**config.mk**
```make
export PLATFORM = sky130hd
export DESIGN_NAME = alu_sequencer
export DESIGN_NICKNAME = d
export VERILOG_FILES = /design/src/rtl/alu_sequencer_pkg.sv /design/src/rtl/alu_sequencer.sv
export SDC_FILE = /design/constraint.sdc
export NUM_CORES = 1
export LEC_CHECK = 0
export ABC_AREA = 1
export BUFFER_PORTS_ARGS = -buffer_cell sky130_fd_sc_hd__buf_2
export CAP_MARGIN = 20
export CORE_UTILIZATION = 44
export CTS_CLUSTER_SIZE = 28
export DETAILED_ROUTE_END_ITERATION = 16
export GPL_ROUTABILITY_DRIVEN = 0
export PLACE_DENSITY_LB_ADDON = 0.3
export RECOVER_POWER = 100
export SYNTH_ARGS = -nofsm -noshare
export SYNTH_HDL_FRONTEND = slang
export SYNTH_SLANG_ARGS = --single-unit
```
**constraint.sdc**
```tcl
create_clock -name clk -period 1.25 [get_ports clk]
set_input_delay 0.0625 -clock clk [delete_from_list [all_inputs] [get_ports clk]]
set_output_delay 0.0625 -clock clk [all_outputs]
set_load 0.01 [all_outputs]
```
**src/rtl/alu_sequencer_pkg.sv**
```systemverilog
// Shared ALU encodings: opcodes, flag bit positions, sequencer states.
// Latency: none (definitions only); backpressure: n/a.
package alu_sequencer_pkg;

    localparam logic [3:0] OP_ADD  = 4'd0;
    localparam logic [3:0] OP_ADC  = 4'd1;
    localparam logic [3:0] OP_SUB  = 4'd2;
    localparam logic [3:0] OP_SBC  = 4'd3;
    localparam logic [3:0] OP_CP   = 4'd4;
    localparam logic [3:0] OP_AND  = 4'd5;
    localparam logic [3:0] OP_OR   = 4'd6;
    localparam logic [3:0] OP_XOR  = 4'd7;
    localparam logic [3:0] OP_BSL  = 4'd8;
    localparam logic [3:0] OP_BSR  = 4'd9;
    localparam logic [3:0] OP_SWAP = 4'd10;

    // First opcode value that the ALU does not implement.
    localparam logic [3:0] ILLEGAL_OP = 4'd11;

    localparam int FLAG_Z = 7;
    localparam int FLAG_N = 6;
    localparam int FLAG_H = 5;
    localparam int FLAG_C = 4;

    typedef enum logic [1:0] {
        ST_IDLE    = 2'd0,
        ST_EXEC_LO = 2'd1,
        ST_EXEC_HI = 2'd2,
        ST_WB      = 2'd3
    } state_e;

    function automatic logic is_arith(input logic [3:0] op);
        return op <= OP_SBC;
    endfunction

    // High byte of a wide add/sub must absorb the low byte's carry/borrow.
    function automatic logic [3:0] hi_pass_op(input logic [3:0] op);
        logic [3:0] res;
        case (op)
            OP_ADD:  res = OP_ADC;
            OP_SUB:  res = OP_SBC;
            default: res = op;
        endcase
        return res;
    endfunction

endpackage

```
**src/rtl/alu_sequencer.sv**
```systemverilog
// Sequences the shared ALU over one (narrow) or two (wide) byte passes, owns F.
// Latency: writeback 2 cycles (narrow) / 3 cycles (wide) after accept; req_ready only in IDLE.
module alu_sequencer
    import alu_sequencer_pkg::*;
#(
    parameter int TAG_W = 3
) (
    input  logic              clk,
    input  logic              rst_n,
    input  logic              req_valid,
    output logic              req_ready,
    input  logic [3:0]        req_op,
    input  logic              req_wide,
    input  logic [15:0]       req_a,
    input  logic [15:0]       req_b,
    input  logic [TAG_W-1:0]  req_dst,
    output logic [15:0]       alu_a,
    output logic [15:0]       alu_b,
    output logic [3:0]        alu_op,
    output logic              alu_carry_in,
    input  logic [15:0]       alu_res,
    input  logic [7:0]        alu_flags,
    output logic              wb_valid,
    output logic              wb_we,
    output logic [15:0]       wb_data,
    output logic [TAG_W-1:0]  wb_dst,
    input  logic              f_load,
    input  logic [7:0]        f_load_data,
    output logic [7:0]        flags_q
);

    state_e             state_q, state_d;
    logic [3:0]         op_q, op_d;
    logic               wide_q, wide_d;
    logic [15:0]        a_q, a_d;
    logic [15:0]        b_q, b_d;
    logic [TAG_W-1:0]   dst_q, dst_d;
    logic [7:0]         lo_q, lo_d;
    logic [7:0]         tmp_f_q, tmp_f_d;
    logic [7:0]         flags_d;

    logic               req_ready_q, req_ready_d;
    logic [15:0]        alu_a_q, alu_a_d;
    logic [15:0]        alu_b_q, alu_b_d;
    logic [3:0]         alu_op_q, alu_op_d;
    logic               alu_carry_in_q, alu_carry_in_d;
    logic               wb_valid_q, wb_valid_d;
    logic               wb_we_q, wb_we_d;
    logic [15:0]        wb_data_q, wb_data_d;
    logic [TAG_W-1:0]   wb_dst_q, wb_dst_d;

    logic               legal_op;
    logic               unused_alu_bits;

    assign legal_op        = op_q < ILLEGAL_OP;
    assign unused_alu_bits = ^{alu_res[15:8], alu_flags[3:0]};

    always_comb begin
        state_d        = state_q;
        op_d           = op_q;
        wide_d         = wide_q;
        a_d            = a_q;
        b_d            = b_q;
        dst_d          = dst_q;
        lo_d           = lo_q;
        tmp_f_d        = tmp_f_q;
        alu_a_d        = 16'h0000;
        alu_b_d        = 16'h0000;
        alu_op_d       = 4'd0;
        alu_carry_in_d = 1'b0;
        wb_valid_d     = 1'b0;
        wb_we_d        = 1'b0;
        wb_data_d      = wb_data_q;
        wb_dst_d       = wb_dst_q;
        flags_d        = f_load ? {f_load_data[7:4], 4'h0} : flags_q;

        case (state_q)
            ST_IDLE: begin
                if (req_valid) begin
                    state_d  = ST_EXEC_LO;
                    op_d     = req_op;
                    wide_d   = req_wide;
                    a_d      = req_a;
                    b_d      = req_b;
                    dst_d    = req_dst;
                    alu_a_d  = {8'h00, req_a[7:0]};
                    alu_b_d  = {8'h00, req_b[7:0]};
                    alu_op_d = req_op;
                    // flags_d so a simultaneous POP AF feeds the carry the EXEC_LO cycle sees.
                    alu_carry_in_d = (req_op == OP_ADC || req_op == OP_SBC) ? flags_d[FLAG_C] : 1'b0;
                end
            end
            ST_EXEC_LO: begin
                lo_d    = alu_res[7:0];
                tmp_f_d = alu_flags;
                if (wide_q) begin
                    state_d        = ST_EXEC_HI;
                    alu_a_d        = {8'h00, a_q[15:8]};
                    alu_b_d        = {8'h00, b_q[15:8]};
                    alu_op_d       = hi_pass_op(op_q);
                    alu_carry_in_d = is_arith(op_q) ? alu_flags[FLAG_C] : 1'b0;
                end else begin
                    state_d    = ST_WB;
                    wb_valid_d = 1'b1;
                    wb_we_d    = legal_op && (op_q != OP_CP);
                    wb_data_d  = legal_op ? {8'h00, alu_res[7:0]} : 16'h0000;
                    wb_dst_d   = dst_q;
                end
            end
            ST_EXEC_HI: begin
                tmp_f_d    = alu_flags;
                state_d    = ST_WB;
                wb_valid_d = 1'b1;
                wb_we_d    = legal_op && (op_q != OP_CP);
                wb_data_d  = legal_op ? {alu_res[7:0], lo_q} : 16'h0000;
                wb_dst_d   = dst_q;
            end
            ST_WB: begin
                state_d = ST_IDLE;
                // Z of a wide op reflects only the high byte, so it is left as it was.
                if (legal_op) begin
                    flags_d = wide_q ? {flags_q[FLAG_Z], tmp_f_q[6:4], 4'h0}
                                     : {tmp_f_q[7:4], 4'h0};
                end
            end
            default: state_d = ST_IDLE;
        endcase

        req_ready_d = (state_d == ST_IDLE);
    end

    always_ff @(posedge clk or negedge rst_n) begin
        if (!rst_n) begin
            state_q        <= ST_IDLE;
            op_q           <= 4'd0;
            wide_q         <= 1'b0;
            a_q            <= 16'h0000;
            b_q            <= 16'h0000;
            dst_q          <= '0;
            lo_q           <= 8'h00;
            tmp_f_q        <= 8'h00;
            flags_q        <= 8'h00;
            req_ready_q    <= 1'b1;
            alu_a_q        <= 16'h0000;
            alu_b_q        <= 16'h0000;
            alu_op_q       <= 4'd0;
            alu_carry_in_q <= 1'b0;
            wb_valid_q     <= 1'b0;
            wb_we_q        <= 1'b0;
            wb_data_q      <= 16'h0000;
            wb_dst_q       <= '0;
        end else begin
            state_q        <= state_d;
            op_q           <= op_d;
            wide_q         <= wide_d;
            a_q            <= a_d;
            b_q            <= b_d;
            dst_q          <= dst_d;
            lo_q           <= lo_d;
            tmp_f_q        <= tmp_f_d;
            flags_q        <= flags_d;
            req_ready_q    <= req_ready_d;
            alu_a_q        <= alu_a_d;
            alu_b_q        <= alu_b_d;
            alu_op_q       <= alu_op_d;
            alu_carry_in_q <= alu_carry_in_d;
            wb_valid_q     <= wb_valid_d;
            wb_we_q        <= wb_we_d;
            wb_data_q      <= wb_data_d;
            wb_dst_q       <= wb_dst_d;
        end
    end

    assign req_ready    = req_ready_q;
    assign alu_a        = alu_a_q;
    assign alu_b        = alu_b_q;
    assign alu_op       = alu_op_q;
    assign alu_carry_in = alu_carry_in_q;
    assign wb_valid     = wb_valid_q;
    assign wb_we        = wb_we_q;
    assign wb_data      = wb_data_q;
    assign wb_dst       = wb_dst_q;

endmodule

```
### After elaboration in Yosys (flattened, before gate mapping)

Index checks and enable logic that the tools add are counted.

| operators by class | value |
|---|---|
| bitwise operators | 0 |
| add/sub/neg operators | 0 |
| divide/modulo/power cells | 0 |
| eq/ne operators | 9 |
| reductions and logical operators | 9 |
| multipliers | 0 |
| $lt $le $gt $ge | 2 |
| shift operators | 0 |
| muxes and demuxes | 32 |

Operator list:

| cell | count |
|---|---|
| 8-bit 2-to-1 mux | 9 |
| 16-bit 2-to-1 mux | 2 |
| 16-bit case mux with 2 select lines | 1 |
| 8-bit case mux with 2 select lines | 2 |
| 4-bit case mux with 2 select lines | 2 |
| 4-bit by 2-bit equality test with 1-bit output, second input constant | 2 |
| 4-bit 2-to-1 mux | 2 |
| 2-bit case mux with 4 select lines | 1 |
| 1-bit 2-to-1 mux | 7 |
| 1-bit case mux with 2 select lines | 3 |
| 3-bit case mux with 2 select lines | 1 |
| 2-bit equality test, second input constant | 2 |
| 4-bit by 1-bit equality test with 1-bit output, second input constant | 1 |
| 4-bit by 2-bit less-or-equal comparator with 1-bit output, second input constant | 1 |
| 2-bit logical NOT | 2 |
| 4-bit logical NOT | 1 |
| 4-bit less-than comparator, second input constant | 1 |
| 4-bit by 3-bit != test with 1-bit output, second input constant | 1 |
| 2-bit AND reduction | 2 |
| 3-bit 2-to-1 mux | 1 |
| 3-bit != test, second input constant | 1 |
| 2-bit by 1-bit equality test with 1-bit output, second input constant | 1 |
| 2-bit 2-to-1 mux | 1 |
| 2-bit != test, second input constant | 1 |
| 4 further kinds | 4 |

| storage, ports and cells | value |
|---|---|
| memories kept | 0 |
| bits in latches | 0 |
| word-level logic and storage cells | 71 |
| memory bits (read-only) | 0 |
| output and inout bits | 67 |
| register bits after elaboration | 125 |
| input port bits | 76 |
| memory bits (writable) | 0 |

### Longest topological paths before layout

Gate-level depths: netlist of the first run.

| logic depth | value |
|---|---|
| depth in word-level cells | 5 |
| mapped depth | 9 |
| gate-level depth less buffers | 8 |

### Worst setup path before layout of the first run

Ideal clock, no wire load.

| timing | value |
|---|---|
| path type | register -> register |
| from | register state_q[0] |
| to | register wb_data_q[10] (netlist: wb_data[10]) |
| library setup time | 0.117 ns |
| clock period less this slack | 1.337 ns |
| arrival | 1.220 ns |
| path buffers | 2 |
| data required time | 1.133 ns |
| stages on the path, launching flop included | 10 |
| setup slack | -0.087 ns |
| path through | dfrtp_1 -> inv_1 -> ha_1 -> buf_2 -> nand2_1 -> nand2_2 -> inv_2 -> buf_6 -> nand2_1 -> nand2_1 |

| between the ends | value |
|---|---|
| word-level cells in the longest chain between the ends | 3 |
| elaborated cells between the ends (all ways) | 6 |
| classes of those cells | eq/ne: 3; mux: 1; reduce/logical: 2 |

RTL lines:

| item | RTL line | RTL |
|---|---|---|
| start, declared | alu_sequencer.sv:32 | `state_e state_q, state_d;` |
| start signal, assigned | alu_sequencer.sv:153 | `state_q <= state_d;` |
| 2-bit by 1-bit equality test with 1-bit output / 2-bit equality test (equally long branches) | alu_sequencer.sv:77 | `case (state_q)` |
| 2-bit != test (no source line) / 2-bit nonzero test (equally long branches) | - |  |
| 2-bit AND reduction (no source line) | - |  |
| end signal, assigned | alu_sequencer.sv:169 | `wb_data_q <= wb_data_d;` |
| end, declared | alu_sequencer.sv:49 | `logic [15:0] wb_data_q, wb_data_d;` |

Several ways; a longest one is shown, not always the timed one.
A chain may end at the register's enable or synchronous reset.

### Final worst setup path of the first run

| timing | value |
|---|---|
| from | register state_q[1] |
| to | register wb_data_q[12] (netlist: wb_data[12]) |

Same word-level chain as after synthesis.

==> results of run 1 <==
[registers in the layout (all words and copies together), names as in the netlist, 4 cells and up]
register  cells
alu_op        4
op_q          4
tmp_f_q       4
wb_data      16
alu_b         8
b_q           8
flags_q       8
alu_a         8
lo_q          8
a_q           8
[metal layers]
metal	GRT usage [%]	vias to the layer above	part of all wire [%]
met4	8.21	0	4.3
met3	4.53	35	4.5
met5	0	-	0
li1	-	1693	-
met2	38.6	111	52
met1	26.2	1672	39
[cells by family after synthesis]
group           after synthesis  synth area share (%)
buf+inv                      55                  7.71
flops                        89                  59.7
fa+ha+maj                     5                  1.68
simple gates                248                  26.3
compound gates               33                  4.49
other cells                   1                 0.100
[through the flow]
| stage | utilization [%] | area [um^2] | setup TNS [ns] | instances | setup WS, ns |
|---|---|---|---|---|---|
| finish | 71.3 | 5860 | -1.10 | 735 | -0.0850 |
| global route | 71.3 | 5860 | -4.99 | 735 | -0.138 |
| CTS | 66.9 | 5500 | -0.694 | 727 | -0.0676 |
| detailed placement | 55.1 | 4530 | -3.32 | 649 | -0.117 |
| global placement | 55.1 | 4530 | -1.59 | 649 | -0.0607 |
| floorplan | - | 3860 | -0.0694 | 446 | -0.0258 |
[what timing repair did]
item,CTS,global route
setup buffers,6,2
gates resized for setup,27,94
hold buffers,55,0
endpoints found under the hold margin,146,0
setup endpoints to repair,62,85
cloned,1,8
pin swaps,13,14
[tightest hold or removal path: cells and delay by family]
kind,cells,cell delay [ns]
buffers and inverters,1,0.07
and+or+nand+nor,4,0.21
[final timing paths]
path	from	end	slack (ns)	cells after the start
max	state_q[1]	wb_data[12]	-0.09	8
min	f_load_data[7]	flags_q[7]	0.02	5
max reg2reg	state_q[1]	wb_data[12]	-0.09	8
min reg2reg	tmp_f_q[4]	tmp_f_q[4]	0.48	2
max in group asynchronous	rst_n	op_q[2]	0.16	3
min in group asynchronous	rst_n	wb_data[1]	0.28	2
[cells in the final DEF, fill, tap and decap left out, types with 2 or more instances in the layout]
cell | netlist | routed
nand2_1 | 212 | 161
dfrtp_1 | 88 | 88
buf_2 | 11 | 58
dlygate4sd3_1 | 0 | 55
clkbuf_1 | 3 | 51
nand2_2 | 2 | 34
nand2_4 | 0 | 17
inv_1 | 20 | 17
nand3_1 | 25 | 17
conb_1 | 1 | 16
o21ai_1 | 0 | 10
clkbuf_8 | 0 | 9
buf_6 | 1 | 9
o21ai_2 | 0 | 8
nand3_2 | 0 | 8
o21ai_0 | 26 | 8
buf_4 | 16 | 8
buf_12 | 0 | 6
nor2_1 | 5 | 5
a21oi_1 | 6 | 5
clkbuf_16 | 0 | 5
inv_2 | 4 | 3
inv_8 | 0 | 3
ha_4 | 0 | 3
bufinv_16 | 0 | 3
clkbuf_2 | 0 | 3
nand2_8 | 0 | 2
ha_1 | 5 | 2
clkinv_2 | 0 | 2
[final cells by class]
cell class	instances	share of cell area (%)
clock buffer	9	2.11
clock inverter	7	2.01
inverter	24	2.05
multi-input combinational	302	27.7
sequential	89	38.0
tap	105	2.24
timing repair buffer	198	25.7
timing repair inverter	1	0.192
[power groups by stage]
stage               clock [mW]  combinational (mW)  sequential, mW
detailed placement           0                4.58            4.65
finish                    2.36                6.11            4.70
CTS                       2.40                5.23            4.61
global placement             0                4.48            4.62
floorplan                    0                2.71            4.86
global route              2.53                6.74            4.82
==> metrics.yaml, run 1 <==
run_status:
  status: "complete, but fails checks"
  violations: "setup timing"
synth:
  synthTopCellsByArea: "dfrtp_1, nand2_1, o21ai_0, nand3_1, buf_4"
  synth_flop_cell: "dfrtp_1"
  syn-instance-count: 431
  synth.ff_latch_count: 89
  netlist_top_cells_count: "nand2_1, dfrtp_1, o21ai_0"
  yosysWarnings: 0
  async_reset_ff_share_pct: 100
  synth_edf_count: 0
  synth_top_area_cell: "dfrtp_1"
  seq_area_frac_synth_pct: 59.7
  ys_types: 21
  post-synth-top-count-cell: "nand2_1"
  postSynthAreaPerCell_um2: 8.66
  syn_area_um2: 3730
  synth_top_area_share_pct: 59.0
setup_path:
  startpoint_type: "flop"
  path_buf_inv: 3
  slowest_delay_ns: 0.42
  arrival_ns: 1.58
  worstSetupPathType: "reg2reg"
  crit_slowest_cell: "dfrtp_1"
  worst-path-max-fanout: 8
  crit_family: "flip-flops"
  critPathRequiredTime_ns: 1.50
  crit_chain: "inv_2 > ha_4 > nand2_4 > inv_8 > nor2_4 > buf_12 > nand3_1 > nand2_1"
  end_kind: "flop"
timing:
  rsz0062_at_grt: "yes"
  period_minus_slack_ns: 1.34
  maxSlewViolCount: 0
  timing.final.crit_share_pct: 107
  worst_pin_slew_ns: 0.712
  holdWs_ns: 0.0216
  setup_ws_ns: -0.0850
  hold_viol: 0
  slew_headroom_pct: 52.5
  skew_ns: 0.0107
  setup_viol: 35
  max_freq_ghz: 0.749
final_layout:
  n_fill_cell: 610
  multiInputGateArea_um2: 1630
  drive_above_1_share_pct: 30.3
  seq_area_um2: 2230
  areaGrowthSynthToFinish_pct: 57.0
  diodes: 0
  nets: 706
power_and_ir_drop:
  p_sw_share_pct: 39.3
  p_per_area_nw_per_um2: 2250
  p_sw_mw: 5.18
  p_clk_share_pct: 17.9
  power.leakage_nw: 3.09
  seqPwrFrac_pct: 35.7
  p_total_mw: 13.2
  p_int_mw: 8.00
  max-vdd-ir-drop_uv: 1260
  comb_power_share_pct: 46.4
run:
  max_cap_violations: 0
floorplanning:
  dieWidth_um: 94.1
  start_util_pct: 45.4
  coreArea_um2: 8220
  die_h_um: 94.1
  dieArea_um2: 8860
  rows: 33
  ios: 143
routing:
  vias_per_cell: 4.78
  drt_iter0_markers: 93
  dr.pass1.iters: 4
  routed_wirelength_um: 10700
  drc_errors: 0
  routedWlPerCell_um: 14.5
  vias: 3511
  ant_nets: 0
cts:
  clock_latency_ns: 0.36
  cts_buffers: 9
  clk_pin_slew_ns: 0.09
  numClockSinks: 89
  htreeDepth: 3
  cts_tree: "yes"
  cts.path.max_buffers: 2
  cts_root_buf: "clkbuf_8"
min_path:
  hp-class: "in2reg"
grt:
  grt_pass1_wl_um: 14800
  grt_antenna_before_repair: 0
  grt.total_usage_pct: 21.9
  gr-total-overflow: 0
  grt_max_degree: 38
  grt_pass1_vias: 3302
placed_design:
  numPortBuffers: 110
  hpwl_um: 5780
(Power assumes the default switching activity.)
==> inputs of run 2 (changes only) <==
- SETUP_SLACK_MARGIN: default -> 0.02
==> run 2 against run 1 <==
  * Sequential cell count stayed put
  * Die area stayed put
  * Global-route usage is 0.61 points lower
  * The run still ends with setup timing left
  * Final cell count is 0.68% lower
==> metrics.yaml, run 2 (synthesis gave the netlist of run 1 again) <==
run_status:
  status: "complete, but fails checks"
  violations: "setup timing"
cts:
  cts_root_buf: "clkbuf_8"
  numClockSinks: 89
  cts_tree: "yes"
  cts.path.max_buffers: 2
  htreeDepth: 3
  clock_latency_ns: 0.36
  clk_pin_slew_ns: 0.08
  cts_buffers: 9
timing:
  setup_ws_ns: -0.0398
  holdWs_ns: 0.0661
  worst_pin_slew_ns: 0.529
  max_freq_ghz: 0.775
  slew_headroom_pct: 64.7
  skew_ns: 0.00995
  tns_ns: -0.302
  rsz0062_at_grt: "yes"
  period_minus_slack_ns: 1.29
  maxSlewViolCount: 0
  hold_viol: 0
  timing.final.crit_share_pct: 103
  setup_viol: 17
min_path:
  hp-class: "in2reg"
  hold_end: "flags_q[5]"
  hold_start: "f_load"
  hold_depth: 5
routing:
  vias: 3481
  vias_per_cell: 4.77
  routedWlPerCell_um: 12.9
  ant_nets: 0
  dr.pass1.iters: 4
  drc_errors: 0
  drt_iter0_markers: 121
  routed_wirelength_um: 9400
grt:
  grt.total_usage_pct: 21.3
  grt_pass1_vias: 3180
  grt_max_degree: 43
  globalRouteMet2Util_pct: 34.2
  use_met1_pct: 27.5
  globalRoute.busiestLayer: "met2"
  gr-total-overflow: 0
  grtUsageMet3_pct: 4.29
  grt_antenna_before_repair: 0
  grt_pass1_wl_um: 14400
setup_path:
  end_kind: "flop"
  regToRegSetupSlack_ns: -0.04
  slowest_delay_ns: 0.43
  worst-path-max-fanout: 6
  worstSetupPathType: "reg2reg"
  critPathRequiredTime_ns: 1.54
  startpoint_type: "flop"
  crit_chain: "buf_4 > ha_4 > clkbuf_2 > o21ai_2 > nand3_2 > nand2_1"
  crit_slowest_cell: "dfrtp_2"
  arrival_ns: 1.58
  rr_endpoint: "wb_data[3]"
  reg2reg_depth: 6
  r2r_start: "state_q[1]"
placed_design:
  numPortBuffers: 110
  hpwl_um: 5830
floorplanning:
  ios: 143
  rows: 33
  die_h_um: 94.1
  start_util_pct: 45.4
  coreArea_um2: 8220
  dieArea_um2: 8860
  dieWidth_um: 94.1
final_layout:
  largest_reg_flops: 16
  areaGrowthSynthToFinish_pct: 48.0
  final_cell_mix: "nand2_1, dfrtp_1, buf_2"
  layout_commonest_cell: "nand2_1"
  nets: 700
  drive_above_1_share_pct: 23.9
run:
  max_cap_violations: 0
power_and_ir_drop:
  power.leakage_nw: 2.89
  p_per_area_nw_per_um2: 2220
  max-vdd-ir-drop_uv: 1060
## run 2: cell count changes in the layout (fill, tap and decap cells not counted), sizes merged
cell / before / now
clkinvlp: 0 / 1
bufinv: 3 / 1
diode: 0 / 1
dlygate4sd3: 55 / 57
buf: 83 / 80
clkinv: 4 / 0
## run 2: worst max path at each step
stage                     from           to  slack [ns]  cells after the start
floorplan           state_q[0]  wb_data[10]      -0.004                      9
detailed placement  state_q[1]     alu_b[2]       -0.09                      7
CTS                 state_q[1]   wb_data[9]       -0.06                      7
global placement    state_q[1]     alu_b[7]       -0.04                      7
finish              state_q[1]   wb_data[3]       -0.04                      6
global route        state_q[0]  wb_data[13]        -0.1                      7
## run 2: repair_timing
action                                 4_1_cts  5_1_grt
pin swaps                                   10       13
endpoints found under the hold margin      155        0
hold buffers                                57        0
setup buffers                                1        4
cloned                                       0        2
gates resized for setup                     30       39
setup endpoints to repair                   72       87
## run 2: area by class of cell
cell class / instances / area (um^2)
fill: 708 / 2690
multi-input combinational: 302 / 1460
clock inverter: 3 / 46.3
clock buffer: 13 / 169
sequential: 89 / 2230
antenna: 1 / 2.50
tap: 105 / 131
timing repair buffer: 193 / 1370
inverter: 24 / 115
## run 2: worst max-delay path: cells and delay by family, from the launching register on
kind	cells	cell delay, ns
AND/OR/NAND/NOR	2	0.14
AO/OA/AOI/OAI	1	0.17
adder cells (fa/ha/maj)	1	0.18
buffers and inverters	2	0.29
flip-flops	1	0.43
## run 2: metal layers
metal	up-vias	share of wire (%)
met5	-	0
met4	0	2.4
met3	22	3.9
met2	104	52
met1	1668	42
li1	1687	-
## run 2: where the power goes
group	switching (mW)	total, mW	internal [mW]
registers	0.624	4.68	4.06
logic	3.17	5.47	2.29
clock network	1.00	2.10	1.10
total	4.80	12.3	7.45
## run 2: stage by stage
step	std cells	utilization (%)	setup slack [ns]	power, mW	cell area [um^2]
2_1_floorplan	446	-	-0.00373	7.61	3870
3_3_place_gp	649	55.2	-0.0447	9.16	4530
3_5_place_dp	649	55.2	-0.0905	9.30	4530
4_1_cts	723	65.8	-0.0598	11.9	5410
5_1_grt	729	67.2	-0.0987	13.2	5520
6_report	730	67.2	-0.0398	12.3	5530
